`config.mk`:
```
export PLATFORM = sky130hd
export DESIGN_NAME = ccff_chain_loader
export DESIGN_NICKNAME = d
export VERILOG_FILES = /design/src/rtl/ccff_chain_loader.sv
export SDC_FILE = /design/constraint.sdc
export NUM_CORES = 1
export LEC_CHECK = 0
export BUFFER_PORTS_ARGS = -buffer_cell sky130_fd_sc_hd__buf_2
export CAP_MARGIN = 0
export CORE_ASPECT_RATIO = 1.2
export CORE_MARGIN = 1.5
export CORE_UTILIZATION = 30
export DETAILED_ROUTE_END_ITERATION = 8
export PLACE_DENSITY_LB_ADDON = 0.3
export SLEW_MARGIN = 10
export SYNTH_ARGS = -nofsm -noshare
export SYNTH_HDL_FRONTEND = slang
export SYNTH_SLANG_ARGS = --single-unit
```
`constraint.sdc`:
```
create_clock -name prog_clk -period 5.4 [get_ports prog_clk]
set_input_delay 0.81 -clock prog_clk [delete_from_list [all_inputs] [get_ports prog_clk]]
set_output_delay 0.81 -clock prog_clk [all_outputs]
set_load 0.02 [all_outputs]
```
`src/rtl/ccff_chain_loader.sv`:
```
// Configuration-chain loader: serializes bitstream words MSB-first onto the ccff chain
// head with one shift enable per bit, plus an alternating-pattern chain self-test.
module ccff_chain_loader #(
  parameter int unsigned WORD_W    = 8,
  parameter int unsigned CHAIN_LEN = 48,
  parameter int unsigned CNT_W     = 16
) (
  input  logic              prog_clk,
  input  logic              pReset_n,
  input  logic              start,
  input  logic              test,
  input  logic              abort,
  input  logic [WORD_W-1:0] cfg_data,
  input  logic              cfg_valid,
  output logic              cfg_ready,
  output logic              ccff_head,
  output logic              shift_en,
  input  logic              ccff_tail,
  output logic              busy,
  output logic              done,
  output logic              error,
  output logic [CNT_W-1:0]  bit_count
);

  localparam int unsigned REM_W = $clog2(WORD_W + 1);
  localparam logic [CNT_W-1:0] LEN_C  = CNT_W'(CHAIN_LEN);
  localparam logic [CNT_W-1:0] LEN2_C = CNT_W'(2 * CHAIN_LEN);

  typedef enum logic [2:0] {
    S_IDLE,
    S_LOAD,
    S_TEST_FILL,
    S_TEST_FLUSH,
    S_DONE
  } state_t;

  state_t            state_q, state_d;
  logic [WORD_W-1:0] hold_q, hold_d;
  logic [REM_W-1:0]  rem_q, rem_d;
  logic              head_d, shift_d, ready_d, busy_d, done_d, error_d;
  logic [CNT_W-1:0]  cnt_d, issued, issued_next;
  logic              abort_hit, accept, last_len, last_flush, flush_bit;

  // issued = shifts completed plus the bit currently presented on ccff_head
  assign issued     = bit_count + CNT_W'(shift_en);
  assign abort_hit  = abort && (state_q != S_IDLE);
  assign accept     = cfg_ready && cfg_valid;
  assign last_len   = shift_en && (bit_count == LEN_C - CNT_W'(1));
  assign last_flush = shift_en && (bit_count == LEN2_C - CNT_W'(1));
  // pattern index of the bit now at the tail is bit_count - CHAIN_LEN; only its LSB matters
  assign flush_bit  = bit_count[0] ^ LEN_C[0];

  // State register
  always_ff @(posedge prog_clk or negedge pReset_n) begin
    if (!pReset_n) begin
      state_q <= S_IDLE;
    end else begin
      state_q <= state_d;
    end
  end

  // Next-state logic
  always_comb begin
    state_d = state_q;
    if (abort_hit) begin
      state_d = S_IDLE;
    end else begin
      case (state_q)
        S_IDLE, S_DONE: if (start) state_d = test ? S_TEST_FILL : S_LOAD;
        S_LOAD:         if (last_len) state_d = S_DONE;
        S_TEST_FILL:    if (last_len) state_d = S_TEST_FLUSH;
        S_TEST_FLUSH:   if (last_flush) state_d = S_DONE;
        default:        state_d = S_IDLE;
      endcase
    end
  end

  // Next values of the datapath and registered outputs
  always_comb begin
    hold_d      = hold_q;
    rem_d       = rem_q;
    head_d      = ccff_head;
    shift_d     = 1'b0;
    ready_d     = 1'b0;
    cnt_d       = bit_count + CNT_W'(shift_en);
    done_d      = done;
    error_d     = error;
    issued_next = '0;
    busy_d      = (state_d == S_LOAD) || (state_d == S_TEST_FILL) ||
                  (state_d == S_TEST_FLUSH);
    if (abort_hit) begin
      hold_d  = '0;
      rem_d   = '0;
      error_d = 1'b1;
      done_d  = 1'b0;
    end else begin
      case (state_q)
        S_IDLE, S_DONE: begin
          if (start) begin
            cnt_d   = '0;
            done_d  = 1'b0;
            error_d = 1'b0;
            hold_d  = '0;
            rem_d   = '0;
            if (test) begin
              shift_d = 1'b1;
              head_d  = 1'b1;
            end else begin
              ready_d = 1'b1;
            end
          end
        end
        S_LOAD: begin
          if (rem_q != '0) begin
            if (issued < LEN_C) begin
              head_d  = hold_q[WORD_W-1];
              hold_d  = hold_q << 1;
              rem_d   = rem_q - REM_W'(1);
              shift_d = 1'b1;
            end else begin
              // chain full: drop the rest of a partial last word
              hold_d = '0;
              rem_d  = '0;
            end
          end else if (accept) begin
            head_d  = cfg_data[WORD_W-1];
            hold_d  = cfg_data << 1;
            rem_d   = REM_W'(WORD_W - 1);
            shift_d = 1'b1;
          end
          issued_next = cnt_d + CNT_W'(shift_d);
          ready_d = (state_d == S_LOAD) && (rem_d == '0) && (issued_next < LEN_C);
          if (state_d == S_DONE) done_d = 1'b1;
        end
        S_TEST_FILL, S_TEST_FLUSH: begin
          if (issued < LEN2_C) begin
            shift_d = 1'b1;
            head_d  = (issued < LEN_C) ? ~issued[0] : 1'b0;
          end
          if ((state_q == S_TEST_FLUSH) && shift_en && (ccff_tail != ~flush_bit))
            error_d = 1'b1;
          if (state_d == S_DONE) done_d = 1'b1;
        end
        default: ;
      endcase
    end
  end

  // Datapath and output registers
  always_ff @(posedge prog_clk or negedge pReset_n) begin
    if (!pReset_n) begin
      hold_q    <= '0;
      rem_q     <= '0;
      ccff_head <= 1'b0;
      shift_en  <= 1'b0;
      cfg_ready <= 1'b0;
      busy      <= 1'b0;
      done      <= 1'b0;
      error     <= 1'b0;
      bit_count <= '0;
    end else begin
      hold_q    <= hold_d;
      rem_q     <= rem_d;
      ccff_head <= head_d;
      shift_en  <= shift_d;
      cfg_ready <= ready_d;
      busy      <= busy_d;
      done      <= done_d;
      error     <= error_d;
      bit_count <= cnt_d;
    end
  end

endmodule

```
==> out/metrics.cfg, run 1 <==
[status]
status = finished, final reports clean

[synthesis]
avgSynthCellArea_um2 = 8.19
synth-edff-count = 0
synth_nets = 348
yosysWarningCount = 0
synth_top_area_frac = 0.333
yosysSeqAreaShare = 0.333
synthArstFlopShare = 1.00
yosysTopAreaCell = dfrtp_1
synthFlopType = dfrtp_1
synth_commonest_cells = 36 x dfrtp_1, 35 x nand2_1, 27 x nor2_1, 22 x o21ai_0, 20 x a21oi_1
syn_inst = 330
ys_ff_latch = 36
synth_top_cells_by_area = dfrtp_1 33%, nand2_1 4.9%, o21ai_0 4.1%
synth_most_common_cell = dfrtp_1
ys_types = 66
syn_area_um2 = 2700

[pwr]
power.leakage_nw = 1.28
fin_total_pwr_mw = 0.993
ir_drop_uv = 143
p_per_area_nw_per_um2 = 326

[timing]
min_period_ps = 3840
skew_ps = 6.55
final-hold-violation-count = 0
worst_slew_pin_slew_ps = 1000
max_freq_mhz = 260
fin_tns_setup_ps = 0
setup_viol = 0
period_share = 0.711
holdWs_ps = 479
rsz0062_at_grt = false
finalMaxSlewViolations = 0
slew-limit-headroom = 0.324

[clock_network]
postCtsSetupBuffers = 0
ctsRootBufferMaster = clkbuf_8
numCtsBuffers = 5
postCtsHoldBufs = 0
clockBufferDepth = 2
clock_latency_ps = 290
cts_resized = 0
cts_tree = done
clk_pin_slew_ps = 80
cts_sinks = 36
htree_levels = 2

[worst_setup_path]
cp-end-kind = flop
worstSetupPathType = reg2reg
start_kind = flop
worst-path-max-fanout = 12
r2r_setup_slack_ps = 1560
cp.required_ps = 5580
timing.rr.end = ccff_head
reg2reg_from = shift_en
reg2regPathDepth = 10
cp.arrival_ps = 4020

[hold_path]
worstHoldStart = hold_q[1]
min_delay_path_depth = 2
hold_path_class = reg2reg
holdPathEnd = hold_q[1]

[detailed_routing]
dr.pass1.iters = 5
vias_per_cell = 5.59
vias = 2631
drt_iter0_markers = 226
detail_route.wl_per_cell_um = 16.7
wl_um = 7870
postRouteAntennaNets = 0
drc = 0

[layout]
n_fill_cell = 938
final_core_utilization = 0.352
layout-drive-gt1-share = 0.158
layout.nets = 371
num_antenna_cells = 0
syn2layout_area_growth_pct = 12.8

[floorplan]
io_pins = 37
fp.dieH_um = 107
core_area_um2 = 8660
start_util = 0.312
die-width_um = 89.6
die_area_um2 = 9590
num_rows = 37

[placed_design]
dp.final_hpwl_um = 5670
place.gp.congestion = 0.894
io_buffer_count = 36

[flow_run]
drv_cap = 0

[global_route]
grt_usage = 0.174
overflow = 0
first_global_vias = 2523
antenna_found_initial = 0
grt_pass1_wl_um = 12800
grt_max_degree = 37

[worst max-delay path by stage]
stage	slack (ps)	from	endpoint	depth (start not counted)
2_1_floorplan	2100	bit_count[0]	ccff_head	12
3_3_place_gp	1760	shift_en	ccff_head	10
3_5_place_dp	1610	bit_count[0]	ccff_head	10
4_1_cts	1560	bit_count[0]	ccff_head	10
5_1_grt	1300	shift_en	ccff_head	10
6_report	1560	shift_en	ccff_head	10
[worst max-delay path, cell delays in order (launching register included)]
cell and delay (ps):
dfrtp_1 410, ha_1 330, ha_1 480, and3_1 380, nand3_4 120, or4b_1 520
a22o_1 280, or3_1 530, a21oi_1 200, a211o_2 150, mux2_1 310
[cells in the final DEF, fill, tap and decap left out, types with 3 or more instances in the layout]
| cell | Yosys | final |
|---|---|---|
| inv_1 | 10 | 10 |
| nand2b_1 | 3 | 3 |
| dfrtp_1 | 36 | 36 |
| o21a_1 | 3 | 3 |
| nor3_1 | 11 | 11 |
| o41ai_1 | 5 | 5 |
| nand2_1 | 35 | 35 |
| and2_1 | 8 | 8 |
| nand4_1 | 6 | 6 |
| nor4b_1 | 3 | 3 |
| o21ai_0 | 22 | 22 |
| or3_1 | 4 | 4 |
| nor2_1 | 27 | 27 |
| nor3b_1 | 5 | 5 |
| nand3_1 | 8 | 8 |
| nor2b_1 | 6 | 6 |
| buf_2 | 5 | 36 |
| a31o_2 | 3 | 3 |
| or4_1 | 4 | 4 |
| xor2_1 | 3 | 3 |
| a21oi_1 | 20 | 20 |
| nor4_1 | 3 | 3 |
| ha_1 | 3 | 3 |
| and3_1 | 10 | 10 |
| mux2i_1 | 4 | 4 |
| xnor2_1 | 11 | 11 |
| clkbuf_8 | 0 | 5 |
| o31ai_1 | 4 | 4 |
| a22oi_1 | 3 | 3 |
| nand4b_1 | 3 | 3 |
| a31oi_1 | 4 | 4 |
| and4b_1 | 3 | 3 |
[per-layer routing]
layer	vias up	track usage	wire length [um]
li1	1270	-	-
met2	76	0.279	3790
met1	1271	0.225	3580
met4	0	0.0703	144
met5	-	0	0
met3	14	0.0331	362
[sequential cells by signal, summed over array words and instances, names as in the netlist]
| register | cells |
|---|---|
| shift_en | 1 |
| state_q | 3 |
| bit_count | 16 |
| ccff_head | 1 |
| hold_q | 7 |
| cfg_ready | 1 |
| busy | 1 |
| rem_q | 4 |
| error | 1 |
| done | 1 |
[per-stage QoR]
step | std cells | cell area (um^2) | worst slack [ps]
after floorplan | 330 | 2700 | 2100
after global placement | 463 | 2940 | 1760
after detailed placement | 463 | 2940 | 1610
after CTS | 471 | 3050 | 1560
after global routing | 471 | 3050 | 1300
final | 471 | 3050 | 1560
[cell type report]
type                            instances  area [um^2]  share of cell area
Clock buffer                            5         68.8              0.0226
Clock inverter                          3         42.5              0.0140
Inverter                               10         37.5              0.0123
Multi-Input combinational cell        262         1660               0.543
Sequential cell                        36          901               0.296
Tap cell                              117          146              0.0480
Timing Repair Buffer                   38          195              0.0641
[cell families (layout without fill, tap and decap cells)]
kind of cell | count (synthesis) | after routing | share of synthesized area
xor gates and xnor gates | 14 | 14 | 0.0454
DFF | 36 | 36 | 0.333
AOI/OAI and AO/OA | 89 | 89 | 0.221
and+or+nand+nor | 150 | 150 | 0.309
buffers and inverters | 32 | 56 | 0.0537
adders and majority gates | 3 | 3 | 0.0139
muxes | 6 | 6 | 0.0232
[power breakdown]
group | switching [mW] | leakage [nW] | internal [mW]
Clock | 0.110 | 0.0541 | 0.137
Combinational | 0.236 | 0.741 | 0.147
Sequential | 0.0523 | 0.487 | 0.310
(Power assumes the default switching activity.)
==> run 2: changes to the inputs <==
==> constraint.sdc (replaced) <==
create_clock -name prog_clk -period 3.4 [get_ports prog_clk]
set_input_delay 0.51 -clock prog_clk [delete_from_list [all_inputs] [get_ports prog_clk]]
set_output_delay 0.51 -clock prog_clk [all_outputs]
set_load 0.02 [all_outputs]
==> run 2 against run 1 <==
Effect of this change: sequential power increased by 56%; die area unchanged; worst hold slack worse by 180 ps; routed wire length up 2.5%; core utilization rose by 1.8 points; setup slack lost 1300 ps; critical endpoint unchanged; largest cell class unchanged.
==> out/metrics.cfg, run 2 (same netlist as run 1, synthesis figures left out) <==
[floorplan]
num_rows = 37  ; unchanged
io_pins = 37  ; unchanged
start_util = 0.312  ; unchanged
fp.dieH_um = 107  ; unchanged
die-width_um = 89.6  ; unchanged
die_area_um2 = 9590  ; unchanged
core_area_um2 = 8660  ; unchanged

[pwr]
p_per_area_nw_per_um2 = 502  ; was 326 nW/um^2
pwr-share-comb = 0.403  ; was 0.386
switching_power_mw = 0.645  ; was 0.399 mW
power.leakage_nw = 1.39  ; was 1.28 nW
ir_drop_uv = 278  ; was 143 uV
pwr-share-clk = 0.245  ; was 0.249
seq_power_share = 0.352  ; was 0.365
p_sw_frac = 0.401  ; was 0.402
intPower_mw = 0.963  ; was 0.594 mW

[timing]
rsz0062_at_grt = false  ; unchanged
skew_ps = 10.1  ; was 6.55 ps
finalMaxSlewViolations = 0  ; unchanged
fin_ws_ps = 216  ; was 1560 ps
final-hold-violation-count = 0  ; unchanged
fin_tns_setup_ps = 0  ; unchanged
max_freq_mhz = 314  ; was 260 MHz
min_period_ps = 3180  ; was 3840 ps
holdWs_ps = 299  ; was 479 ps
period_share = 0.936  ; was 0.711
slew-limit-headroom = 0.439  ; was 0.324
setup_viol = 0  ; unchanged
worst_slew_pin_slew_ps = 841  ; was 1000 ps

[worst_setup_path]
path_cells = ha_1, ha_1, and3_1, nand3_4, or4b_1, a22o_1, or3_1, a21oi_1, a211o_2, mux2_1  ; unchanged
cp-end-kind = flop  ; unchanged
cpPeakStageDelay_ps = 530  ; about the same
start_kind = flop  ; unchanged
cp.arrival_ps = 3370  ; was 4020 ps
crit_slowest_cell = or3_1  ; unchanged
worstSetupPathType = reg2reg  ; unchanged
worst-path-max-fanout = 8  ; was 12
r2r_setup_slack_ps = 220  ; was 1560 ps
cpMostUsedCell = ha_1  ; unchanged
cp.required_ps = 3580  ; was 5580 ps

[status]
status = finished, final reports clean  ; unchanged

[detailed_routing]
vias = 2714  ; was 2631
detail_route.wl_per_cell_um = 16.4  ; was 16.7 um
wl_um = 8070  ; was 7870 um
vias_per_cell = 5.52  ; was 5.59
dr.pass1.iters = 4  ; was 5
drt_iter0_markers = 135  ; was 226
postRouteAntennaNets = 0  ; unchanged
drc = 0  ; unchanged

[placed_design]
dp_slack_ps = 242  ; was 1610 ps
place_area_um2 = 3090  ; was 2940 um^2
place.gp.congestion = 0.923  ; was 0.894
dp.final_hpwl_um = 5910  ; was 5670 um
io_buffer_count = 36  ; unchanged

[layout]
layout.nets = 392  ; was 371
num_antenna_cells = 0  ; unchanged
fin_area_um2 = 3200  ; was 3050 um^2
regMostFlops = bit_count  ; unchanged
layout_common_cells = 36 x dfrtp_1, 36 x buf_2, 35 x nand2_1  ; unchanged
largestRegisters = bit_count: 16 flops, hold_q: 7 flops, rem_q: 4 flops  ; unchanged
syn2layout_area_growth_pct = 18.5  ; was 12.8%
layout-drive-gt1-share = 0.203  ; was 0.158
largest_reg_flops = 16  ; unchanged

[global_route]
grt_usage = 0.177  ; was 0.174
overflow = 0  ; unchanged
first_global_vias = 2595  ; was 2523
grt_max_degree = 37  ; unchanged
grt_pass1_wl_um = 13200  ; was 12800 um
antenna_found_initial = 0  ; unchanged

[clock_network]
clk_pin_slew_ps = 80  ; about the same
cts_tree = done  ; unchanged
numCtsBuffers = 5  ; unchanged
clockBufferDepth = 2  ; unchanged
htree_levels = 2  ; unchanged
postCtsSetupBuffers = 0  ; unchanged
clock_latency_ps = 310  ; was 290 ps
cts_resized = 0  ; unchanged
ctsRootBufferMaster = clkbuf_8  ; unchanged
postCtsHoldBufs = 0  ; unchanged
cts_sinks = 36  ; unchanged

[hold_path]
hold_path_class = in2async  ; was reg2reg

[flow_run]
drv_cap = 0  ; unchanged

run 2: cell types whose count changed in the layout (fill, tap and decap cells not counted), sizes merged:
cell,delta
buf,+21
clkbuf,+1
clkinvlp,-1
run 2: power groups by stage:
stage | Sequential (mW) | Combinational [mW] | Clock, mW
floorplan | 0.588 | 0.420 | 0
global placement | 0.571 | 0.647 | 0
detailed placement | 0.574 | 0.648 | 0
CTS | 0.565 | 0.652 | 0.407
global route | 0.577 | 0.716 | 0.419
finish | 0.566 | 0.648 | 0.394
run 2: final timing paths:
path / from / endpoint / depth (start not counted)
setup / recovery: shift_en / ccff_head / 10
hold / removal: pReset_n / bit_count[12] / 1
setup reg to reg: shift_en / ccff_head / 10
hold reg to reg: hold_q[2] / hold_q[2] / 2
max in group asynchronous: pReset_n / shift_en / 1
min in group prog_clk: cfg_data[0] / hold_q[1] / 3
run 2: layout make-up:
type,count,area [um^2]
Fill cell,921,5460
Clock inverter,2,35.0
Timing Repair Buffer,59,353
Inverter,10,37.5
Tap cell,117,146
Multi-Input combinational cell,262,1660
Clock buffer,6,72.6
Sequential cell,36,901
run 2: stage by stage:
stage	util	std cells	power, mW
2_1_floorplan	-	330	1.01
3_3_place_gp	0.357	484	1.22
3_5_place_dp	0.357	484	1.22
4_1_cts	0.370	492	1.62
5_1_grt	0.370	492	1.71
6_report	0.370	492	1.61
run 2: critical path, delay by kind of cell, from the launching register on:
kind | cells | cell delay (ps)
multiplexers | 1 | 310
flip-flops | 1 | 410
adder cells (fa/ha/maj) | 2 | 360
AND/OR/NAND/NOR | 4 | 1390
AO/OA/AOI/OAI | 3 | 590
run 2: layer usage:
| metal | vias to the layer above | global-route usage | share of wire | wire, um |
|---|---|---|---|---|
| met1 | 1326 | 0.236 | 0.45 | 3630 |
| met2 | 63 | 0.288 | 0.49 | 3980 |
| met4 | 0 | 0.0604 | 0.016 | 132 |
| met3 | 10 | 0.0254 | 0.040 | 324 |
| li1 | 1315 | - | - | - |
| met5 | - | 0 | 0 | 0 |
==> run 3: changes to the inputs <==
--- a/config.mk
+++ b/config.mk
@@ -5,6 +5,7 @@
 export SDC_FILE = /design/constraint.sdc
 export NUM_CORES = 1
 export LEC_CHECK = 0
+export ABC_AREA = 1
 export BUFFER_PORTS_ARGS = -buffer_cell sky130_fd_sc_hd__buf_2
 export CAP_MARGIN = 0
 export CORE_ASPECT_RATIO = 1.2
==> run 3 against run 2 <==
Effect of this change: clock-buffer cell count grew 2; global-route usage shrank 0.71 points; first-iteration DRC count grew 23%; setup slack gained 230 ps; worst hold slack gained 16 ps; final area shrank 3.7%; clock power shrank 20%; via count shrank 3.6%; maximum frequency grew 7.8%; register-to-register slack gained 230 ps.
==> out/metrics.cfg, run 3 <==
[layout]
layout.nets = 447  ; was 392
multi_input_area_um2 = 1520  ; was 1660 um^2
largestRegisters = bit_count: 16 flops, hold_q: 7 flops, rem_q: 4 flops  ; unchanged
layout_common_cells = 92 x nand2_1, 67 x nor2_1, 51 x inv_1  ; was 36 x dfrtp_1, 36 x buf_2, 35 x nand2_1
n_fill_cell = 944  ; was 921
largest_reg_flops = 16  ; unchanged
num_antenna_cells = 0  ; unchanged
seq_area_um2 = 901  ; unchanged
regMostFlops = bit_count  ; unchanged
final_common_cell = nand2_1
layout-drive-gt1-share = 0.195  ; was 0.203
syn2layout_area_growth_pct = 17.1  ; was 18.5%

[global_route]
antenna_found_initial = 0  ; unchanged
first_global_vias = 2575  ; was 2595
grt_max_degree = 37  ; unchanged
grt_usage = 0.170  ; was 0.177
overflow = 0  ; unchanged
grt_pass1_wl_um = 12300  ; was 13200 um

[clock_network]
htree_levels = 2  ; unchanged
cts_tree = done  ; unchanged
clockBufferDepth = 2  ; unchanged
postCtsSetupBuffers = 0  ; unchanged
clk_pin_slew_ps = 70  ; was 80 ps
cts_resized = 0  ; unchanged
cts_sinks = 36  ; unchanged
postCtsHoldBufs = 0  ; unchanged
ctsRootBufferMaster = clkbuf_8  ; unchanged
clock_latency_ps = 290  ; was 310 ps
numCtsBuffers = 5  ; unchanged

[detailed_routing]
drt_iter0_markers = 166  ; was 135
wl_um = 7330  ; was 8070 um
drc = 0  ; unchanged
vias = 2617  ; was 2714
vias_per_cell = 4.78  ; was 5.52
postRouteAntennaNets = 0  ; unchanged
detail_route.wl_per_cell_um = 13.4  ; was 16.4 um
dr.pass1.iters = 4  ; unchanged

[synthesis]
yosysWarningCount = 0  ; unchanged
synthFlopType = dfrtp_1  ; unchanged
yosysTopAreaCell = dfrtp_1  ; unchanged
yosysSeqAreaShare = 0.342  ; was 0.333
synth_top_cells_by_area = dfrtp_1 34%, nand2_1 13%, nor2_1 9.6%  ; was dfrtp_1 33%, nand2_1 4.9%, o21ai_0 4.1%
synthArstFlopShare = 1.00  ; unchanged
synth_most_common_cell = nand2_1  ; was dfrtp_1
synth_top_area_frac = 0.342  ; was 0.333
syn_area_um2 = 2630  ; was 2700 um^2
ys_types = 36  ; was 66
ys_ff_latch = 36  ; unchanged
synth-edff-count = 0  ; unchanged
avgSynthCellArea_um2 = 6.87  ; was 8.19 um^2
synth_commonest_cells = 92 x nand2_1, 67 x nor2_1, 51 x inv_1, 36 x dfrtp_1, 32 x nand3_1  ; was 36 x dfrtp_1, 35 x nand2_1, 27 x nor2_1, 22 x o21ai_0, 20 x a21oi_1
synth_nets = 401  ; was 348
syn_inst = 383  ; was 330

[pwr]
power.leakage_nw = 1.56  ; was 1.39 nW
switching_power_mw = 0.906  ; was 0.645 mW
pwr-share-comb = 0.518  ; was 0.403
p_per_area_nw_per_um2 = 613  ; was 502 nW/um^2
p_sw_frac = 0.480  ; was 0.401
seq_power_share = 0.314  ; was 0.352
intPower_mw = 0.983  ; was 0.963 mW
fin_total_pwr_mw = 1.89  ; was 1.61 mW
pwr-share-clk = 0.168  ; was 0.245
ir_drop_uv = 436  ; was 278 uV

[placed_design]
dp.final_hpwl_um = 5720  ; was 5910 um
place.gp.congestion = 0.945  ; was 0.923
io_buffer_count = 36  ; unchanged

[floorplan]
core_area_um2 = 8560  ; was 8660 um^2
fp.dieH_um = 106  ; was 107 um
io_pins = 37  ; unchanged
num_rows = 37  ; unchanged
start_util = 0.307  ; was 0.312
die-width_um = 88.5  ; was 89.6 um
die_area_um2 = 9350  ; was 9590 um^2

[worst_setup_path]
start_kind = flop  ; unchanged
worstSetupPathType = reg2reg  ; unchanged
cp.required_ps = 3620  ; was 3580 ps
cp-end-kind = flop  ; unchanged
cp.arrival_ps = 3170  ; was 3370 ps
worst-path-max-fanout = 7  ; was 8

[timing]
slew-limit-headroom = 0.449  ; was 0.439
finalMaxSlewViolations = 0  ; unchanged
fin_tns_setup_ps = 0  ; unchanged
holdWs_ps = 315  ; was 299 ps
setup_viol = 0  ; unchanged
skew_ps = 5.19  ; was 10.1 ps
worst_slew_pin_slew_ps = 826  ; was 841 ps
min_period_ps = 2950  ; was 3180 ps
period_share = 0.869  ; was 0.936
rsz0062_at_grt = false  ; unchanged
max_freq_mhz = 339  ; was 314 MHz
final-hold-violation-count = 0  ; unchanged

[hold_path]
hold_path_class = in2async  ; unchanged

[status]
status = finished, final reports clean  ; unchanged

[flow_run]
drv_cap = 0  ; unchanged

## run 3: through the flow
step | utilization | setup WS [ps] | area [um^2] | cells
after floorplan | - | 736 | 2630 | 383
after global placement | 0.349 | 513 | 2990 | 539
after detailed placement | 0.349 | 472 | 2990 | 539
after CTS | 0.360 | 443 | 3080 | 547
after global routing | 0.360 | 26.9 | 3080 | 547
final | 0.360 | 446 | 3080 | 547
## run 3: kinds of logic (layout without fill, tap and decap cells)
group / after synthesis / in the layout / synth area share
buffers and inverters: 56 / 103 / 0.0803
and+or+nand+nor: 245 / 245 / 0.449
adders and majority gates: 3 / 3 / 0.0143
DFF: 36 / 36 / 0.342
AOI/OAI and AO/OA: 33 / 33 / 0.0779
xor gates and xnor gates: 10 / 10 / 0.0361
## run 3: worst paths after layout
kind | start | to | slack, ps | depth (start not counted)
min | pReset_n | bit_count[3] | 320 | 1
max | shift_en | cfg_ready | 450 | 16
min reg2reg | done | done | 480 | 2
max in group asynchronous | pReset_n | rem_q[2] | 2570 | 1
min in group prog_clk | abort | done | 450 | 2
max reg2reg | shift_en | cfg_ready | 450 | 16
## run 3: power by group through the flow
stage	combinational (mW)	sequential, mW	clock, mW
floorplan	0.655	0.639	0
global placement	0.986	0.596	0
detailed placement	0.987	0.600	0
CTS	0.990	0.593	0.331
global route	1.11	0.606	0.343
finish	0.978	0.594	0.317
## run 3: critical path: stages, from the launching register on
cell	delay, ps
dfrtp_1	420
ha_1	250
ha_1	230
nand2_2	130
nor2_4	70
xnor2_1	390
nand2_1	130
nor2_2	190
nand3_4	120
nand2_4	140
nand4_2	140
nor2_2	160
xor2_1	160
nand3_1	90
nor2_1	90
nand2_1	70
a21oi_2	110
## run 3: metal layers
| metal | GRT usage | wire, um | vias to the layer above |
|---|---|---|---|
| met4 | 0.0703 | 187 | 0 |
| met2 | 0.286 | 3560 | 82 |
| met3 | 0.0305 | 298 | 12 |
| met5 | 0 | 0 | - |
| li1 | - | - | 1334 |
| met1 | 0.210 | 3290 | 1189 |
## run 3: cell type report
cell class,instances,share of cell area
clock buffer,8,0.0292
timing repair buffer,42,0.0731
inverter,53,0.0646
multi-input combinational,291,0.493
sequential,36,0.292
tap,117,0.0475
